===== src/rtl/cam_reg_sequencer.sv =====
// Camera register-initialisation sequencer: walks a ROM table and issues one I2C write per entry.
// Optional read-back verification of every write is enabled by defining CAM_REG_READBACK_VERIFY_EN.
module cam_reg_sequencer #(
    parameter int unsigned NUM_ENTRIES = 357,
    parameter int unsigned IDX_W       = 9,
    parameter int unsigned REG_ADDR_W  = 16,
    parameter logic [6:0]  DEV_ADDR    = 7'h3C,
    parameter int unsigned CLK_FREQ_HZ = 25000000,
    parameter int unsigned MAX_RETRY   = 3
) (
    input  logic                    clk,
    input  logic                    camera_rst,
    input  logic                    cfg_start,
    output logic [IDX_W-1:0]        rom_addr,
    input  logic [REG_ADDR_W+7:0]   rom_data,
    output logic                    i2c_req,
    output logic                    i2c_rw,
    output logic [6:0]              i2c_dev_addr,
    output logic                    i2c_addr16,
    output logic [REG_ADDR_W-1:0]   i2c_reg_addr,
    output logic [7:0]              i2c_wdata,
    input  logic                    i2c_done,
    input  logic                    i2c_nack,
    input  logic [7:0]              i2c_rdata,
    output logic                    cfg_busy,
    output logic                    cfg_done,
    output logic                    cfg_error,
    output logic [IDX_W-1:0]        err_index
);

    localparam int unsigned TICK    = (CLK_FREQ_HZ / 1000 > 0) ? CLK_FREQ_HZ / 1000 : 1;
    localparam int unsigned PRESC_W = (TICK > 1) ? $clog2(TICK) : 1;
    localparam int unsigned RETRY_W = (MAX_RETRY > 0) ? $clog2(MAX_RETRY + 1) : 1;
    localparam int unsigned DATA_W  = 8;
    localparam logic [IDX_W-1:0]      LAST_IDX   = IDX_W'(NUM_ENTRIES - 1);
    localparam logic [REG_ADDR_W-1:0] DELAY_MARK = '1;

`ifdef CAM_REG_READBACK_VERIFY_EN
    typedef enum logic [3:0] {
        S_IDLE, S_FETCH, S_DECODE, S_ISSUE, S_WAIT_I2C, S_DELAY, S_NEXT, S_DONE, S_ERROR, S_VERIFY
    } state_t;
`else
    typedef enum logic [3:0] {
        S_IDLE, S_FETCH, S_DECODE, S_ISSUE, S_WAIT_I2C, S_DELAY, S_NEXT, S_DONE, S_ERROR
    } state_t;
`endif

    state_t                  state_q, state_d;
    logic [IDX_W-1:0]        idx_q, idx_d;
    logic [REG_ADDR_W-1:0]   reg_addr_q, reg_addr_d;
    logic [DATA_W-1:0]       wdata_q, wdata_d;
    logic                    req_q, req_d;
    logic [RETRY_W-1:0]      retry_q, retry_d;
    logic [DATA_W-1:0]       ms_q, ms_d;
    logic [PRESC_W-1:0]      presc_q, presc_d;
    logic                    busy_q, busy_d;
    logic                    done_q, done_d;
    logic                    error_q, error_d;
    logic [IDX_W-1:0]        err_idx_q, err_idx_d;
    logic                    xfer_ok;

    // A transfer succeeds on ACK; a read-back must also return the written byte.
`ifdef CAM_REG_READBACK_VERIFY_EN
    logic rw_q, rw_d;
    assign xfer_ok = !i2c_nack && (!rw_q || (i2c_rdata == wdata_q));
    assign i2c_rw  = rw_q;
`else
    logic unused_rdata;
    assign unused_rdata = ^i2c_rdata;
    assign xfer_ok      = !i2c_nack;
    assign i2c_rw       = 1'b0;
`endif

    assign rom_addr     = idx_q;
    assign i2c_req      = req_q;
    assign i2c_dev_addr = DEV_ADDR;
    assign i2c_addr16   = (REG_ADDR_W == 16);
    assign i2c_reg_addr = reg_addr_q;
    assign i2c_wdata    = wdata_q;
    assign cfg_busy     = busy_q;
    assign cfg_done     = done_q;
    assign cfg_error    = error_q;
    assign err_index    = err_idx_q;

    always_ff @(posedge clk or posedge camera_rst) begin
        if (camera_rst) begin
            state_q    <= S_IDLE;
            idx_q      <= '0;
            reg_addr_q <= '0;
            wdata_q    <= '0;
            req_q      <= 1'b0;
            retry_q    <= '0;
            ms_q       <= '0;
            presc_q    <= '0;
            busy_q     <= 1'b0;
            done_q     <= 1'b0;
            error_q    <= 1'b0;
            err_idx_q  <= '0;
`ifdef CAM_REG_READBACK_VERIFY_EN
            rw_q       <= 1'b0;
`endif
        end else begin
            state_q    <= state_d;
            idx_q      <= idx_d;
            reg_addr_q <= reg_addr_d;
            wdata_q    <= wdata_d;
            req_q      <= req_d;
            retry_q    <= retry_d;
            ms_q       <= ms_d;
            presc_q    <= presc_d;
            busy_q     <= busy_d;
            done_q     <= done_d;
            error_q    <= error_d;
            err_idx_q  <= err_idx_d;
`ifdef CAM_REG_READBACK_VERIFY_EN
            rw_q       <= rw_d;
`endif
        end
    end

    always_comb begin
        state_d    = state_q;
        idx_d      = idx_q;
        reg_addr_d = reg_addr_q;
        wdata_d    = wdata_q;
        req_d      = req_q;
        retry_d    = retry_q;
        ms_d       = ms_q;
        presc_d    = presc_q;
        done_d     = done_q;
        error_d    = error_q;
        err_idx_d  = err_idx_q;
`ifdef CAM_REG_READBACK_VERIFY_EN
        rw_d       = rw_q;
`endif
        case (state_q)
            S_IDLE, S_DONE, S_ERROR: begin
                if (cfg_start) begin
                    idx_d     = '0;
                    retry_d   = '0;
                    done_d    = 1'b0;
                    error_d   = 1'b0;
                    err_idx_d = '0;
                    state_d   = S_FETCH;
                end
            end
            S_FETCH: state_d = S_DECODE;
            S_DECODE: begin
                reg_addr_d = rom_data[REG_ADDR_W+7:8];
                wdata_d    = rom_data[7:0];
                if (rom_data[REG_ADDR_W+7:8] == DELAY_MARK) begin
                    if (rom_data[7:0] == '0) begin
                        state_d = S_NEXT;
                    end else begin
                        ms_d    = rom_data[7:0];
                        presc_d = PRESC_W'(TICK - 1);
                        state_d = S_DELAY;
                    end
                end else begin
                    state_d = S_ISSUE;
                end
            end
            S_ISSUE: begin
                req_d   = 1'b1;
`ifdef CAM_REG_READBACK_VERIFY_EN
                rw_d    = 1'b0;
`endif
                state_d = S_WAIT_I2C;
            end
`ifdef CAM_REG_READBACK_VERIFY_EN
            S_VERIFY: begin
                req_d   = 1'b1;
                rw_d    = 1'b1;
                state_d = S_WAIT_I2C;
            end
`endif
            S_WAIT_I2C: begin
                if (i2c_done) begin
                    req_d = 1'b0;
                    if (xfer_ok) begin
`ifdef CAM_REG_READBACK_VERIFY_EN
                        if (rw_q) begin
                            retry_d = '0;
                            state_d = S_NEXT;
                        end else begin
                            state_d = S_VERIFY;
                        end
`else
                        retry_d = '0;
                        state_d = S_NEXT;
`endif
                    end else if (retry_q < RETRY_W'(MAX_RETRY)) begin
                        retry_d = retry_q + RETRY_W'(1);
                        state_d = S_ISSUE;
                    end else begin
                        error_d   = 1'b1;
                        err_idx_d = idx_q;
                        state_d   = S_ERROR;
                    end
                end
            end
            // Prescaler produces one tick per millisecond; ms_q counts remaining ticks.
            S_DELAY: begin
                if (presc_q == '0) begin
                    presc_d = PRESC_W'(TICK - 1);
                    ms_d    = ms_q - DATA_W'(1);
                    if (ms_q == DATA_W'(1)) begin
                        state_d = S_NEXT;
                    end
                end else begin
                    presc_d = presc_q - PRESC_W'(1);
                end
            end
            S_NEXT: begin
                if (idx_q == LAST_IDX) begin
                    done_d  = 1'b1;
                    state_d = S_DONE;
                end else begin
                    idx_d   = idx_q + IDX_W'(1);
                    state_d = S_FETCH;
                end
            end
            default: state_d = S_IDLE;
        endcase
        busy_d = !((state_d == S_IDLE) || (state_d == S_DONE) || (state_d == S_ERROR));
    end

endmodule


===== config.mk =====
export PLATFORM = sky130hd
export DESIGN_NAME = cam_reg_sequencer
export DESIGN_NICKNAME = d
export VERILOG_FILES = /design/src/rtl/cam_reg_sequencer.sv
export SDC_FILE = /design/constraint.sdc
export NUM_CORES = 1
export LEC_CHECK = 0
export BUFFER_PORTS_ARGS = -buffer_cell sky130_fd_sc_hd__buf_2
export CORE_ASPECT_RATIO = 0.5
export CORE_UTILIZATION = 56
export CTS_BUF_LIST = sky130_fd_sc_hd__clkbuf_8
export CTS_CLUSTER_DIAMETER = 30
export DETAILED_ROUTE_END_ITERATION = 10
export GPL_TIMING_DRIVEN = 0
export PLACE_DENSITY_LB_ADDON = 0.15
export REMOVE_ABC_BUFFERS = 1
export SLEW_MARGIN = 25
export SYNTH_ARGS = -nofsm -noshare
export SYNTH_HDL_FRONTEND = slang
export SYNTH_SLANG_ARGS = --single-unit
export TNS_END_PERCENT = 100

===== constraint.sdc =====
create_clock -name clk -period 3.1 [get_ports clk]
set_input_delay 0.465 -clock clk [delete_from_list [all_inputs] [get_ports clk]]
set_output_delay 0.465 -clock clk [all_outputs]
set_load 0.02 [all_outputs]

# Yosys cells after proc, flatten, opt, wreduce, memory -nomap -nowiden
# Index checks and enable logic that the tools add are counted.
classes:
  muxes: 39
  n_reduce_logical: 19
  n_div: 0
  n_shift: 0
  n_lt_le_gt_ge: 1
  n_eq_ne: 23
  bitwise: 0
  addsub: 4
  multipliers: 0
ops:
  columns: ["cell", "count"]
  rows:
  - ["two-way mux 15 bit", 3]
  - ["two-way mux 9 bit", 5]
  - ["one-hot mux 9 bit (2 select lines)", 2]
  - ["one-hot mux 15 bit (2 select lines)", 1]
  - ["two-way mux 4 bit", 7]
  - ["one-hot mux 4 bit (7 select lines)", 1]
  - ["two-way mux 8 bit", 3]
  - ["equality test 4 x 3 -> 1 bit (second input constant)", 5]
  - ["!= test 2 bit (second input constant)", 9]
  - ["equality test 16 bit (second input constant)", 1]
  - ["one-hot mux 8 bit (2 select lines)", 1]
  - ["zero test 15 bit", 1]
  - ["subtractor 15 x 1 -> 15 bit (second input constant)", 1]
  - ["two-way mux 2 bit", 5]
  - ["adder 9 x 1 -> 9 bit (second input constant)", 1]
  - ["equality test 9 bit (second input constant)", 1]
  - ["AND reduction 3 bit", 3]
  - ["equality test 4 x 2 -> 1 bit (second input constant)", 2]
  - ["equality test 4 bit (second input constant)", 2]
  - ["equality test 8 x 1 -> 1 bit (second input constant)", 1]
  - ["zero test 4 bit", 2]
  - ["zero test 8 bit", 1]
  - ["AND reduction 4 bit", 2]
  - ["nonzero test 2 bit", 4]
  - ["14 further kinds", 22]
totals:
  ramBits: 0
  word_cells: 98
  out_inout_bits: 55
  in_bits: 37
  regBits: 75
  mem_bits_ro: 0
  mem_count: 0
  latchBits: 0

# Logic depth before layout (Yosys ltp)
# Gate-level depths: netlist of run 1.
depth:
  word_depth: 9
  depth_mapped: 8

# Least setup slack after synthesis of run 1
# No wires, ideal clock.
synth_timing:
  path_kind: "register -> register"
  start: "register idx_q[3] (netlist: rom_addr[3])"
  end: "register idx_q[2] (netlist: rom_addr[2])"
  path_stages_with_launch: 6
  setup_time_ns: 0.132
  path_buffers: 0
  arrival_ns: 1.982
  slack_ns: 0.987
  period_less_slack_ns: 2.113
  path_cell_list: "dfrtp_1 or4b_2 o21ai_0 a21boi_0 xnor2_1 nor2_1"
synth_via:
  elab_chain_len: 3
synth_rtl:
  columns: ["item", "line", "text"]
  rows:
  - ["start: declaration", "49", "logic [IDX_W-1:0] idx_q, idx_d;"]
  - ["start signal: assignment", "104", "idx_q <= idx_d;"]
  - ["equality test 9 bit", "215", "if (idx_q == LAST_IDX) begin"]
  - ["!= test 2 bit (no source line)", null, null]
  - ["AND reduction 3 bit (no source line)", null, null]
# Every way passes these cells.
# A chain may end at the register's enable or synchronous reset.

# Final worst setup path of run 1
layout_timing:
  start: "register state_q[0]"
  end: "register presc_q[4]"
layout_via:
  elab_chain_len: 3
  word_cells_on_any_way: 7
layout_rtl:
  columns: ["item", "line", "text"]
  rows:
  - ["start: declaration", "48", "state_t state_q, state_d;"]
  - ["start signal: assignment", "103", "state_q <= state_d;"]
  - ["equality test 4 x 2 -> 1 bit or equality test 4 x 3 -> 1 bit (tied branches)", "136", "case (state_q)"]
  - ["!= test 2 bit (no source line) or nonzero test 2 bit (tied branches)", null, null]
  - ["AND reduction 3 bit (no source line)", null, null]
  - ["end signal: assignment", "110", "presc_q <= presc_d;"]
  - ["end: declaration", "55", "logic [PRESC_W-1:0] presc_q, presc_d;"]
# Parallel ways exist; a longest one is shown, timed or not.

==> flow_summary.yaml, run 1 <==
yosys:
  yosysSeqAreaShare_pct: 49.1
  async_flop_share_pct: 100
  synth_top_area_share_pct: 49.1
  ys.flop_type: "dfrtp_1"
  synth_area_um2: 3820
  ys_warn_count: 0
  synth_area_leaders: "dfrtp_1 (49%), nand2_1 (10%), o21ai_0 (3.5%)"
  synth_top_area_cell: "dfrtp_1"
  synthDistinctLibCells: 51
  ys_ff_latch: 75
  synth-edff-count: 0
  syn_avg_cell_area_um2: 8.76
  syn_inst: 436
floorplanning:
  initial_core_util_pct: 60.3
  fp.dieW_um: 119
  die-area_um2: 7170
  io_pins: 92
  rows: 20
  core_um2: 6330
  die_h_um: 60.4
critical_path:
  cp_slowest_cell: "or4b_4"
  path_max_fanout: 27
  worstPathArrival_ns: 2.94
  path_buf_inv: 0
  critPathTopFamily: "compound AO/OA/AOI/OAI gates"
  path_cells: "or4b_4 > a21o_1 > o21ai_1 > o21ai_0 > a32o_1"
  r2r_slack_ns: 0.40
  critPathRequiredTime_ns: 3.35
  cpPeakStageDelay_ns: 0.78
  crit_type: "reg -> reg"
  startpoint_type: "flop"
  endpoint_kind: "flop"
route:
  ant_nets: 0
  vias: 3340
  viasPerCell: 5.61
  drt_iter0_drc: 226
  post-route-drc-count: 0
  dr.pass1.iters: 4
  drt-wirelength-per-cell_um: 14.0
  wirelength_um: 8330
placed_design:
  routabilityCongestion: 0.806
  io_buffers: 74
  dpl.hpwl_um: 5990
  dp_slack_ns: -0.233
  dp.cells: 580
  dpl_cell_area_um2: 4230
clock_tree:
  cts_max_path_buffers: 2
  htreeDepth: 3
  clk_latency_ns: 0.36
  path_clk_slew_ns: 0.07
  cts_sinks: 75
  cts_tree: "done"
  cts.hold.buffers_added: 0
  cts_buffers: 9
  root_buffer: "clkbuf_8"
power:
  seq_power_share_pct: 53.5
  netSwitchingPower_w: 0.000378
  power_frac_comb_pct: 3.5
  clkPwrFrac_pct: 43.0
  max-vdd-ir-drop_uv: 323
  p_sw_share_pct: 20.7
  powerDensity_nw_per_um2: 411
  leakage_nw: 2.08
  p_int_w: 0.00145
sta:
  tightest_slew_ns: 0.797
  period_needed_ns: 2.70
  hold_viol: 0
  fin_crit_sh_pct: 87.0
  max-slew-margin-rel_pct: 46.9
  report.final.slew_viol_count: 0
  finalSetupTns_ns: 0
  holdWs_ns: 0.144
  fin_ws_ns: 0.403
  finClkSkew_ns: 0.00402
  setup_viol: 0
  clock.fmax_ghz: 0.371
  rsz0062_at_grt: "false"
grt:
  grt_antenna_before_repair: 0
  grt_pass1_wl_um: 13900
  track_usage_pct: 25.6
  overflow: 0
  grt_max_degree: 39
  grt_pass1_vias: 2979
min_path:
  hp-class: "in -> async"
status:
  status: "finished clean"
layout:
  final_layout_size_suffix_gt1_share_pct: 20.3
  fin_cells: 595
  layout.nets: 547
  insertedDiodeCount: 0
  area_delta_synth_final_pct: 16.5
  stdcell_area_um2: 4450
flow_run:
  maxCapViolations: 0
flip-flops by register name (all words and copies together) (netlist names):
register and count:
i2c_req 1, i2c_wdata 8, presc_q 15, cfg_error 1
i2c_reg_addr 16, ms_q 8, cfg_busy 1, state_q 4
retry_q 2, rom_addr 9, cfg_done 1, err_index 9
path summary, 6_finish.rpt:
path                            startpoint               to  cells after the start
max                             state_q[0]       presc_q[4]                      5
min                             camera_rst      rom_addr[0]                      2
max reg2reg                     state_q[0]       presc_q[4]                      5
min reg2reg                i2c_reg_addr[3]  i2c_reg_addr[3]                      2
max in group asynchronous       camera_rst     i2c_wdata[1]                      3
min in group clk              rom_data[15]  i2c_reg_addr[7]                      3
metrics by stage:
stage | util (%) | power, W
final | 70.3 | 0.00183
after global routing | 70.3 | 0.00190
after global placement | 66.1 | 0.00106
after floorplan | - | 0.00103
after CTS | 70.1 | 0.00184
after detailed placement | 66.8 | 0.00106
area by class of cell:
cell class | instances | area (um2)
sequential | 75 | 1880
timing repair buffer | 76 | 402
clock buffer | 13 | 179
multi-input combinational | 325 | 1790
fill | 517 | 1880
clock inverter | 2 | 33.8
tap | 88 | 110
inverter | 16 | 62.6
routing by layer:
| metal | vias up | wire length (um) | global-route usage [%] |
|---|---|---|---|
| li1 | 1635 | - | - |
| met1 | 1612 | 3710 | 33.3 |
| met5 | - | 0 | 0 |
| met2 | 91 | 4090 | 42.6 |
| met4 | 0 | 12 | 8.50 |
| met3 | 2 | 520 | 7.42 |
Yosys cell counts (all sizes together), types with 7 or more instances:
| library cell | instances |
|---|---|
| a21oi | 20 |
| buf | 12 |
| clkbuf | 15 |
| dfrtp | 75 |
| ha | 7 |
| inv | 16 |
| nand2 | 106 |
| nand3 | 25 |
| nand4 | 10 |
| nor2 | 19 |
| nor2b | 8 |
| nor3 | 10 |
| o21ai | 29 |
cell families after synthesis:
logic type | synth area share, %
AND/OR/NAND/NOR | 26.7
AO/OA/AOI/OAI | 14.4
flip-flops | 49.1
buffers and inverters | 5.21
XOR/XNOR | 1.83
adder cells (fa/ha/maj) | 2.29
other | 0.197
multiplexers | 0.295
repair_timing:
item                                    CTS  global route
buffers inserted                          0             0
endpoints found under the hold margin     0             0
gates resized for setup                   1             1
endpoints found under the setup margin    8             7
power groups by stage:
stage / Clock (W) / Combinational (W) / Sequential, W
detailed placement: 0 / 0.0000643 / 0.000997
CTS: 0.000802 / 0.0000646 / 0.000978
global route: 0.000848 / 0.0000717 / 0.000977
floorplan: 0 / 0.0000285 / 0.000997
finish: 0.000785 / 0.0000636 / 0.000978
global placement: 0 / 0.0000597 / 0.000997
placed cells by master, fill, tap and decap left out, types with 7 or more instances in the layout:
| master | synthesis | layout |
|---|---|---|
| nand2_1 | 106 | 106 |
| dfrtp_1 | 75 | 75 |
| buf_2 | 3 | 74 |
| o21ai_0 | 27 | 26 |
| nand3_1 | 25 | 25 |
| a21oi_1 | 20 | 20 |
| nor2_1 | 19 | 19 |
| inv_1 | 16 | 16 |
| clkbuf_8 | 0 | 13 |
| nor3_1 | 10 | 10 |
| nand4_1 | 10 | 10 |
| conb_1 | 2 | 9 |
| nor2b_1 | 8 | 7 |
| ha_1 | 7 | 7 |
Note: power is estimated with default switching activity, not from simulation.
==> run 2, diff against run 1 <==
--- a/config.mk
+++ b/config.mk
@@ -6,7 +6,6 @@
 export NUM_CORES = 1
 export LEC_CHECK = 0
 export BUFFER_PORTS_ARGS = -buffer_cell sky130_fd_sc_hd__buf_2
-export CORE_ASPECT_RATIO = 0.5
 export CORE_UTILIZATION = 56
 export CTS_BUF_LIST = sky130_fd_sc_hd__clkbuf_8
 export CTS_CLUSTER_DIAMETER = 30
==> flow_summary.yaml, run 2 (synthesis results as in run 1) <==
status:
  status: "finished clean"
sta:
  clock.fmax_ghz: 0.368
  finClkSkew_ns: 0.00828
  fin_crit_sh_pct: 87.5
  hold_viol: 0
  rsz0062_at_grt: "false"
  setup_viol: 0
  period_needed_ns: 2.71
  tightest_slew_ns: 0.732
  max-slew-margin-rel_pct: 50.7
  holdWs_ns: 0.140
  report.final.slew_viol_count: 0
  fin_ws_ns: 0.386
critical_path:
  endpoint_kind: "flop"
  r2r_slack_ns: 0.39
  critPathRequiredTime_ns: 3.34
  path_max_fanout: 27
  worstPathArrival_ns: 2.95
  startpoint_type: "flop"
  crit_type: "reg -> reg"
power:
  p_sw_share_pct: 21.9
  p_int_w: 0.00154
  netSwitchingPower_w: 0.000430
  seq_power_share_pct: 49.7
  powerDensity_nw_per_um2: 439
  max-vdd-ir-drop_uv: 395
  clkPwrFrac_pct: 47.1
  power_frac_comb_pct: 3.2
  leakage_nw: 2.09
grt:
  grt_pass1_vias: 3017
  overflow: 0
  grt_antenna_before_repair: 0
  track_usage_pct: 24.7
  grt_pass1_wl_um: 14200
  grt_max_degree: 39
layout:
  insertedDiodeCount: 0
  fin_cells: 585
  area_delta_synth_final_pct: 17.2
  final_cell_mix: "nand2_1 (106), dfrtp_1 (75), buf_2 (74)"
  layout.nets: 547
  stdcell_area_um2: 4470
  final_layout_size_suffix_gt1_share_pct: 20.7
  layout_commonest_cell: "nand2_1"
  largest_register_ffs: 16
route:
  vias: 3344
  drt_iter0_drc: 227
  dr.pass1.iters: 7
  post-route-drc-count: 0
  drt-wirelength-per-cell_um: 14.6
  wirelength_um: 8560
  ant_nets: 0
  viasPerCell: 5.72
floorplanning:
  initial_core_util_pct: 59.1
  core_um2: 6460
  die-area_um2: 7150
  io_pins: 92
  rows: 29
  fp.dieW_um: 84.6
  die_h_um: 84.6
placed_design:
  routabilityCongestion: 0.817
  dp.cells: 569
  dpl.hpwl_um: 5860
  dp_slack_ns: -0.216
  io_buffers: 74
  dpl_cell_area_um2: 4220
clock_tree:
  cts_buffers: 9
  cts_tree: "done"
  clk_latency_ns: 0.35
  path_clk_slew_ns: 0.08
  root_buffer: "clkbuf_8"
  cts_sinks: 75
  htreeDepth: 3
  cts_max_path_buffers: 2
  cts.hold.buffers_added: 0
min_path:
  hp-class: "in -> async"
flow_run:
  maxCapViolations: 0
run 2: changes by cell type in the layout (fill, tap and decap cells not counted), sizes merged:
cell and change:
clkbuf -4, bufinv +2, clkinv +2, clkinvlp +1
run 2: worst paths after layout:
kind	endpoint	cells after the start	startpoint
max reg2reg	presc_q[4]	5	state_q[0]
min reg2reg	i2c_reg_addr[1]	2	i2c_reg_addr[1]
min	i2c_reg_addr[2]	2	camera_rst
max	presc_q[4]	5	state_q[0]
min in group clk	i2c_reg_addr[1]	3	rom_data[9]
max in group asynchronous	i2c_wdata[7]	3	camera_rst
run 2: power groups by stage:
stage / Combinational [W] / Clock, W / Sequential [W]
floorplan: 0.0000285 / 0 / 0.000997
global placement: 0.0000599 / 0 / 0.000997
detailed placement: 0.0000638 / 0 / 0.000997
CTS: 0.0000643 / 0.000936 / 0.000977
global route: 0.0000718 / 0.000984 / 0.000977
finish: 0.0000636 / 0.000925 / 0.000977
run 2: layout make-up:
class                   instances  area, um2
inverters                      16       62.6
clock inverters                 7        124
repair buffers                 76        405
flip-flops and latches         75       1880
clock buffers                   9        124
fillers                       537       1980
well taps                      77       96.3
multi-input cells             325       1790
run 2: timing repair:
item,in CTS,in global routing
buffers inserted,0,0
endpoints found under the setup margin,8,10
resized for setup,1,1
endpoints found under the hold margin,0,0
run 2: layer usage:
layer	wire length, um	track usage (%)	vias to the layer above
met5	0	0	-
li1	-	-	1645
met1	3830	32.9	1582
met4	81	5.39	0
met2	4230	41.2	107
met3	419	6.10	10
run 2: per-stage QoR:
stage	TNS, ns	power (W)	utilization, %
6_report	0	0.00197	69.3
5_1_grt	0	0.00203	69.3
4_1_cts	0	0.00198	69.1
3_5_place_dp	-0.829	0.00106	65.3
3_3_place_gp	-13.51	0.00106	64.6
2_1_floorplan	0	0.00103	-
run 2: critical path, cell delays in order (launching register included):
cell and delay [ns]:
dfrtp_1 0.55, or4b_4 0.77, a21o_1 0.26, o21ai_1 0.57, o21ai_0 0.19, a32o_1 0.25
